[config.mk]
export PLATFORM = sky130hd
export DESIGN_NAME = bstep_rr_scheduler
export DESIGN_NICKNAME = d
export VERILOG_FILES = /design/src/rtl/bstep_rr_scheduler.sv
export SDC_FILE = /design/constraint.sdc
export NUM_CORES = 1
export LEC_CHECK = 0
export ABC_AREA = 1
export CAP_MARGIN = 25
export CORE_MARGIN = 4
export CORE_UTILIZATION = 35
export CTS_BUF_LIST = sky130_fd_sc_hd__clkbuf_8
export DETAILED_ROUTE_END_ITERATION = 8
export GPL_TIMING_DRIVEN = 0
export SETUP_SLACK_MARGIN = 0.3
export SYNTH_ARGS = -nofsm -noshare
export SYNTH_HDL_FRONTEND = slang
export SYNTH_SLANG_ARGS = --single-unit
[constraint.sdc]
create_clock -name Clk -period 3.6 [get_ports Clk]
set_clock_uncertainty 0.05 [all_clocks]
set_input_delay 0.72 -clock Clk [delete_from_list [all_inputs] [get_ports Clk]]
set_output_delay 0.72 -clock Clk [all_outputs]
set_load 0.01 [all_outputs]
[src/rtl/bstep_rr_scheduler.sv]
// bstep_rr_scheduler: shares one binary-step activation evaluator between
// NREQ requesters. A batch is launched by Start with a result count; requesters
// are granted round-robin, each accepted sample is reduced to a 1-bit step
// result, and the result is held in a single registered output slot tagged
// with its source ID. Done pulses once the final result of the batch has been
// consumed downstream.
module bstep_rr_scheduler #(
   parameter int                       NREQ   = 4,
   parameter int                       WIDTH  = 6,
   parameter logic signed [WIDTH-1:0]  THRESH = '0,
   parameter int                       LENW   = 8,
   parameter int                       IDW    = $clog2(NREQ)
) (
   input  logic                    Clk,
   input  logic                    Rst,
   input  logic                    Start,
   input  logic [LENW-1:0]         Batch_Len,
   output logic                    Busy,
   output logic                    Done,
   input  logic [NREQ-1:0]         Req_Valid,
   input  logic [NREQ*WIDTH-1:0]   Req_Data,
   output logic [NREQ-1:0]         Req_Ready,
   output logic                    Out_Valid,
   input  logic                    Out_Ready,
   output logic                    Out1,
   output logic [IDW-1:0]          Out_Id,
   output logic                    Out_Last
);

   typedef enum logic [1:0] {
      ST_IDLE  = 2'd0,
      ST_RUN   = 2'd1,
      ST_DRAIN = 2'd2
   } state_t;

   state_t            state_q, state_d;
   logic [IDW-1:0]    ptr_q, ptr_d;
   logic [LENW-1:0]   remaining_q, remaining_d;
   logic              out_valid_q, out_valid_d;
   logic              out1_q, out1_d;
   logic [IDW-1:0]    out_id_q, out_id_d;
   logic              out_last_q, out_last_d;
   logic              done_q, done_d;

   logic              found;
   logic [IDW-1:0]    gnt_idx;
   logic              slot_free;
   logic              accept;
   logic [WIDTH-1:0]  gnt_data;
   logic              step_bit;

   // Round-robin search: first valid requester at or after ptr, wrapping.
   always_comb begin
      // NOTE: every combinational output gets a default before any branch so
      // no path leaves it unassigned, which would otherwise infer a latch.
      found   = 1'b0;
      gnt_idx = '0;
      for (int k = 0; k < NREQ; k++) begin
         if (!found && Req_Valid[(int'(ptr_q) + k) % NREQ]) begin
            found   = 1'b1;
            gnt_idx = IDW'((int'(ptr_q) + k) % NREQ);
         end
      end
   end

   // Grant decision, one-hot ready and step evaluation of the granted sample.
   always_comb begin
      slot_free = !out_valid_q || Out_Ready;
      accept    = (state_q == ST_RUN) && slot_free && found &&
                  (remaining_q != '0);
      Req_Ready = '0;
      if (accept) begin
         Req_Ready[gnt_idx] = 1'b1;
      end
      gnt_data = Req_Data[int'(gnt_idx)*WIDTH +: WIDTH];
      step_bit = ($signed(gnt_data) >= $signed(THRESH));
   end

   // Next-state logic for the batch FSM and the single result slot.
   always_comb begin
      state_d     = state_q;
      ptr_d       = ptr_q;
      remaining_d = remaining_q;
      out_valid_d = out_valid_q;
      out1_d      = out1_q;
      out_id_d    = out_id_q;
      out_last_d  = out_last_q;
      done_d      = 1'b0;

      // Result consumed downstream; a new accept below may refill the slot.
      if (out_valid_q && Out_Ready) begin
         out_valid_d = 1'b0;
      end

      case (state_q)
         ST_IDLE: begin
            if (Start) begin
               if (Batch_Len != '0) begin
                  state_d     = ST_RUN;
                  remaining_d = Batch_Len;
               end else begin
                  done_d = 1'b1;
               end
            end
         end
         ST_RUN: begin
            if (accept) begin
               out_valid_d = 1'b1;
               out1_d      = step_bit;
               out_id_d    = gnt_idx;
               out_last_d  = (remaining_q == LENW'(1));
               ptr_d       = (gnt_idx == IDW'(NREQ - 1)) ? '0 : gnt_idx + 1'b1;
               remaining_d = remaining_q - 1'b1;
               if (remaining_q == LENW'(1)) begin
                  state_d = ST_DRAIN;
               end
            end
         end
         ST_DRAIN: begin
            // The held result here is always the batch's last one.
            if (out_valid_q && Out_Ready) begin
               state_d = ST_IDLE;
               done_d  = 1'b1;
            end
         end
         default: begin
            state_d = ST_IDLE;
         end
      endcase
   end

   // State register with synchronous reset; Rst overrides any Start.
   always_ff @(posedge Clk) begin
      // NOTE: non-blocking assignments so every flop samples pre-edge values,
      // independent of statement order.
      if (Rst) begin
         state_q     <= ST_IDLE;
         ptr_q       <= '0;
         remaining_q <= '0;
         out_valid_q <= 1'b0;
         out1_q      <= 1'b0;
         out_id_q    <= '0;
         out_last_q  <= 1'b0;
         done_q      <= 1'b0;
      end else begin
         state_q     <= state_d;
         ptr_q       <= ptr_d;
         remaining_q <= remaining_d;
         out_valid_q <= out_valid_d;
         out1_q      <= out1_d;
         out_id_q    <= out_id_d;
         out_last_q  <= out_last_d;
         done_q      <= done_d;
      end
   end

   assign Busy      = (state_q == ST_RUN) || (state_q == ST_DRAIN);
   assign Done      = done_q;
   assign Out_Valid = out_valid_q;
   assign Out1      = out1_q;
   assign Out_Id    = out_id_q;
   assign Out_Last  = out_last_q;

endmodule

## Word level (Yosys, flattened, before mapping)

Index checks and enable logic that the tools add are counted.

| operators by class | value |
|---|---|
| add/sub/neg operators | 5 |
| multiply operators | 1 |
| order comparisons | 7 |
| equal/unequal tests | 9 |
| shift-type cells | 1 |
| multiplexer cells | 40 |
| bitwise gates (word level) | 3 |
| reduce and logical (&&, ||, !) cells | 24 |

Operator list:

| operator | number |
|---|---|
| 2-to-1 mux 8 bit | 3 |
| indexed part select 24 x 6 -> 6 bit | 1 |
| 2-to-1 mux 2 bit | 10 |
| 2-to-1 mux 1 bit | 18 |
| one-hot mux 8 bit (2 select lines) | 1 |
| nonzero test 8 bit | 2 |
| less-than comparator 3 x 4 -> 1 bit (second input constant) | 3 |
| != test 2 bit (second input constant) | 5 |
| binary-select mux 1 bit (select 2 bit) | 4 |
| == test 8 x 1 -> 1 bit (second input constant) | 1 |
| logical AND 1 bit | 8 |
| subtractor 8 x 1 -> 8 bit (second input constant) | 1 |
| >= comparator 6 x 1 -> 1 bit (second input constant) | 1 |
| less-than comparator 2 x 3 -> 1 bit (second input constant) | 2 |
| one-hot mux 2 bit (3 select lines) | 1 |
| OR reduction 2 bit | 3 |
| AND reduction 5 bit | 1 |
| adder 2 x 1 -> 2 bit (second input constant) | 2 |
| adder 2 bit (second input constant) | 2 |
| == test 2 bit (second input constant) | 2 |
| logical NOT 1 bit | 4 |
| multiplier 2 x 2 -> 4 bit (second input constant) | 1 |
| 2-to-1 mux 4 bit | 1 |
| AND reduction 4 bit | 1 |
| 9 further kinds | 12 |

| word-level totals | value |
|---|---|
| flip-flop bits (word level) | 18 |
| output and inout bits | 11 |
| word-level logic and storage cells | 98 |

## Longest topological paths before layout

Gate-level depths: netlist (run 1).

| depth | value |
|---|---|
| word-level depth | 19 |
| gate-level depth with buffers | 14 |

## Least setup slack after synthesis (run 1)

OpenSTA, ideal clock, no wires.

| timing path | value |
|---|---|
| path type | input port to output port |
| from | input Req_Valid[3] |
| to | output Req_Ready[0] |
| arrival | 1.826 ns |
| required time | 2.830 ns |
| setup slack | 1.004 ns |
| stages on the path | 10 |
| buffers on the path | 0 |
| cell sequence | inv_1 nand2_2 nand3_1 nand2_2 nor2_4 nand3_2 nand3_1 ha_1 inv_1 nor2_1 |

| on the way | value |
|---|---|
| word-level cells in the longest chain between the ends | 17 |
| elaborated cells between the ends (all ways) | 33 |
| those cells by class | order compare (2); mux (22); reduce/logical (9) |

RTL lines:

| element | RTL line | RTL |
|---|---|---|
| start: declaration | 20 | `input logic [NREQ-1:0] Req_Valid,` |
| binary-select mux 1 bit (select 2 bit) | 59 | `if (!found && Req_Valid[(int'(ptr_q) + k) % NREQ]) begin` |
| 2-to-1 mux 1 bit (not written as such) | 59 |  |
| 2-to-1 mux 1 bit | 59 |  |
| logical NOT 1 bit | 59 |  |
| logical AND 1 bit | 59 |  |
| 2-to-1 mux 1 bit | 59 |  |
| logical NOT 1 bit | 59 |  |
| logical AND 1 bit | 59 |  |
| 2-to-1 mux 1 bit | 59 |  |
| logical NOT 1 bit | 59 |  |
| logical AND 1 bit | 59 |  |
| 2-to-1 mux 2 bit | 59 |  |
| less-than comparator 2 x 3 -> 1 bit (not written as such) / >= comparator 2 x 1 -> 1 bit (equally long branches) | 73 | `Req_Ready[gnt_idx] = 1'b1;` |
| logical AND 1 bit (not written as such) | 73 |  |
| 2-to-1 mux 1 bit (not written as such) | 73 |  |
| demux 1 bit (select 2 bit) | 73 |  |
| 2-to-1 mux 4 bit (*) | 72 | `if (accept) begin` |
| end: declaration | 22 | `output logic [NREQ-1:0] Req_Ready,` |

Every way passes the cells marked *; elsewhere a longest branch is shown, timed or not. The select of a mux whose other input is x is not followed.

## Final worst setup path (run 1)

| timing path | value |
|---|---|
| from | input Req_Valid[3] |
| to | output Req_Ready[3] |

| on the way | value |
|---|---|
| word-level cells in the longest chain between the ends | 17 |
| elaborated cells between the ends (all ways) | 33 |
| those cells by class | order compare (2); mux (22); reduce/logical (9) |

RTL lines:

| element | RTL line | RTL |
|---|---|---|
| binary-select mux 1 bit (select 2 bit) | 59 |  |
| 2-to-1 mux 1 bit (not written as such) | 59 |  |
| 2-to-1 mux 1 bit | 59 |  |
| logical NOT 1 bit | 59 |  |
| logical AND 1 bit | 59 |  |
| 2-to-1 mux 1 bit | 59 |  |
| logical NOT 1 bit | 59 |  |
| logical AND 1 bit | 59 |  |
| [2 not listed] | - |  |
| logical AND 1 bit | 59 |  |
| 2-to-1 mux 2 bit (*) | 59 |  |
| via gnt_idx[0] | 46 | `logic [IDW-1:0] gnt_idx;` |
| less-than comparator 2 x 3 -> 1 bit (not written as such) / >= comparator 2 x 1 -> 1 bit (equally long branches) | 73 |  |
| logical AND 1 bit (not written as such) | 73 |  |
| 2-to-1 mux 1 bit (not written as such) | 73 |  |
| demux 1 bit (select 2 bit) (*) | 73 |  |
| 2-to-1 mux 4 bit (*) | 72 |  |

Mark *: on every way through the listed nets, which the timed path passes. The rest lies on a longest branch. The select of a mux whose other input is x is not followed.

==> metrics.csv, run 1 <==
metric,value,unit
status,finished clean,
grt_max_degree,11,
clk_pin_slew,80,ps
synth_cell_types,26,
maxCapViolCount,0,
cts_tree,built,
design_area,1929,µm²
syn-num-nets,275,
setup-violations-final,0,
cellLeakagePower,0.9271,nW
drv_slew,0,
grt_antenna_before_repair,0,
dpl-instance-area,1792,µm²
num-nets-final,316,
yosysSeqAreaShare,25.17,%
synth_ff_type,dfxtp_1,
async_flop_share,0,%
core,3799,µm²
detail-route-antenna-nets,0,
ctsHoldBuffers,0,
gp_congestion,0.8378,
startpoint_type,input port,
syn_area,1431,µm²
rsz0062_at_grt,false,
arrival,2360,ps
synth_cells,225,
drive_above_1_share,20.00,%
cts_buffers,3,
clockBufferDepth,2,
area_growth,34.79,%
fin_crit,3130,ps
tightest_slew,418.1,ps
antennaDiodeCount,0,
required,2830,ps
max_freq,319.5,MHz
dp_hpwl,2.623,mm
critical_path_class,input port to output pin,
overflow,0,
die_area,5177,µm²
portBuffers,30,
drc,0,
synth-edff-count,0,
start_util,37.68,%
grt_usage,13.11,%
routedWlPerCell,10.76,µm
wl,3.367,mm
grt_pass1_vias,1344,
clock_sinks,18,
p_per_area,948.1,nW/µm²
syn_area_per_cell,6.362,µm²
die_y,71.95,µm
viasPerCell,4.719,
grt_first_pass_wirelength,5.713,mm
final_common_cell,nand2_1,
dr.pass1.iters,4,
vias,1477,
final_util,50.79,%
synth-seq-cells,18,
yosys_warnings,0,
root_buffer,clkbuf_8,
peakVddDrop,0.0005016,V
finalHoldViolCount,0,
clk_latency,250,ps
fin_total_pwr,0.001829,W
fin_setup_tns,0,ps
rows,22,
ioPinCount,51,
die_w,71.95,µm
drt-initial-drc-count,32,
stdcell_count,313,
min_period_over_period,86.95,%
relSlewSlack,71.87,%
htreeDepth,1,
end_kind,output pin,
placed_cells,303,
worst_hold_path_type,flop to flop,
layout_common_cells,"nand2_1 (48), inv_1 (25), nor2_1 (25), clkdlybuf4s50_1 (25), dfxtp_1 (18)",
path_max_fanout,6,
worst paths after layout:
check	slack (ps)	depth (start not counted)	from	endpoint
worst max-delay path	470	14	Req_Valid[3]	Req_Ready[3]
worst min register to register	420	2	remaining_q[5]$_SDFFE_PP0P_	remaining_q[5]$_SDFFE_PP0P_
worst min-delay path	420	2	remaining_q[5]$_SDFFE_PP0P_	remaining_q[5]$_SDFFE_PP0P_
worst max register to register	1630	16	ptr_q[1]$_SDFFE_PP0P_	remaining_q[1]$_SDFFE_PP0P_
through the flow:
stage | hold WS [ps] | setup WS (ps)
2_1_floorplan | 386.9 | 1004
3_3_place_gp | 400.9 | -77.79
3_5_place_dp | 412.6 | -91.40
4_1_cts | 423.9 | 275.2
5_1_grt | 463.9 | 293.7
6_report | 422.5 | 469.8
layout make-up:
cell class,instances,area [µm²]
Fill cell,412,1869
Sequential cell,18,360.3
Timing Repair Buffer,36,327.8
Inverter,34,127.6
Multi-Input combinational cell,168,944.7
Tap cell,48,60.06
Clock buffer,4,55.05
Buffer,5,53.80
what timing repair did:
action,CTS,global route
pin swaps,2,5
setup buffers,1,5
resized for setup,13,24
setup endpoints to repair,4,4
logic make-up (layout without fill, tap and decap cells):
| logic type | count (synthesis) | after routing | share of synthesized area (%) |
|---|---|---|---|
| AOI/OAI and AO/OA | 44 | 44 | 17.13 |
| DFF | 18 | 18 | 25.18 |
| adders and majority gates | 10 | 10 | 8.741 |
| buffers and inverters | 39 | 79 | 12.67 |
| and+or+nand+nor | 114 | 114 | 36.28 |
worst max-delay path, cell delays in order:
cell and delay (ps):
clkdlybuf4s50_1 500, inv_2 50, nand2_2 60, nand3_2 90
nand2_2 100, nor2_4 50, buf_4 130, nand3_4 70
nand3_4 110, inv_2 70, ha_1 130, inv_1 30
nor2_1 90, clkbuf_2 140
where the power goes:
part           internal [W]  switching [W]  total (W)
sequential         0.000289      0.0000596   0.000348
combinational      0.000546       0.000766    0.00131
clock             0.0000971      0.0000710   0.000168
total              0.000932       0.000897    0.00183
cells in the mapped netlist (all sizes together) (2+ instances only):
| cell | count | area share, % |
|---|---|---|
| ha | 10 | 8.7 |
| o31ai | 3 | 1.6 |
| nand2 | 64 | 19 |
| dfxtp | 18 | 25 |
| a21oi | 17 | 6.2 |
| nor2 | 26 | 7.3 |
| buf | 4 | 3.4 |
| inv | 34 | 8.9 |
| nand4 | 4 | 1.7 |
| a31oi | 2 | 0.87 |
| o21ai | 20 | 7.3 |
| nand3 | 18 | 7.5 |
metal layers:
metal,track usage (%),routed length [µm]
met1,17.30,1608
met2,23.06,1617
met3,1.524,117
met4,2.505,23
met5,0,0
registers in the layout, indices dropped and copies added (netlist names):
| name | flops |
|---|---|
| state_q | 2 |
| Out_Id | 2 |
| Out_Last | 1 |
| ptr_q | 2 |
| Done | 1 |
| remaining_q | 8 |
| Out_Valid | 1 |
| Out1 | 1 |
Note: power is estimated with default switching activity, not from simulation.
==> run 2, diff against run 1 <==
--- a/config.mk
+++ b/config.mk
@@ -6,10 +6,11 @@
 export NUM_CORES = 1
 export LEC_CHECK = 0
 export ABC_AREA = 1
-export CAP_MARGIN = 25
+export CAP_MARGIN = 30
 export CORE_MARGIN = 4
 export CORE_UTILIZATION = 35
 export CTS_BUF_LIST = sky130_fd_sc_hd__clkbuf_8
+export CTS_CLUSTER_SIZE = 24
 export DETAILED_ROUTE_END_ITERATION = 8
 export GPL_TIMING_DRIVEN = 0
 export SETUP_SLACK_MARGIN = 0.3
==> results of run 2 <==
The final DEF is identical to that of run 1; final timing and power are the same.
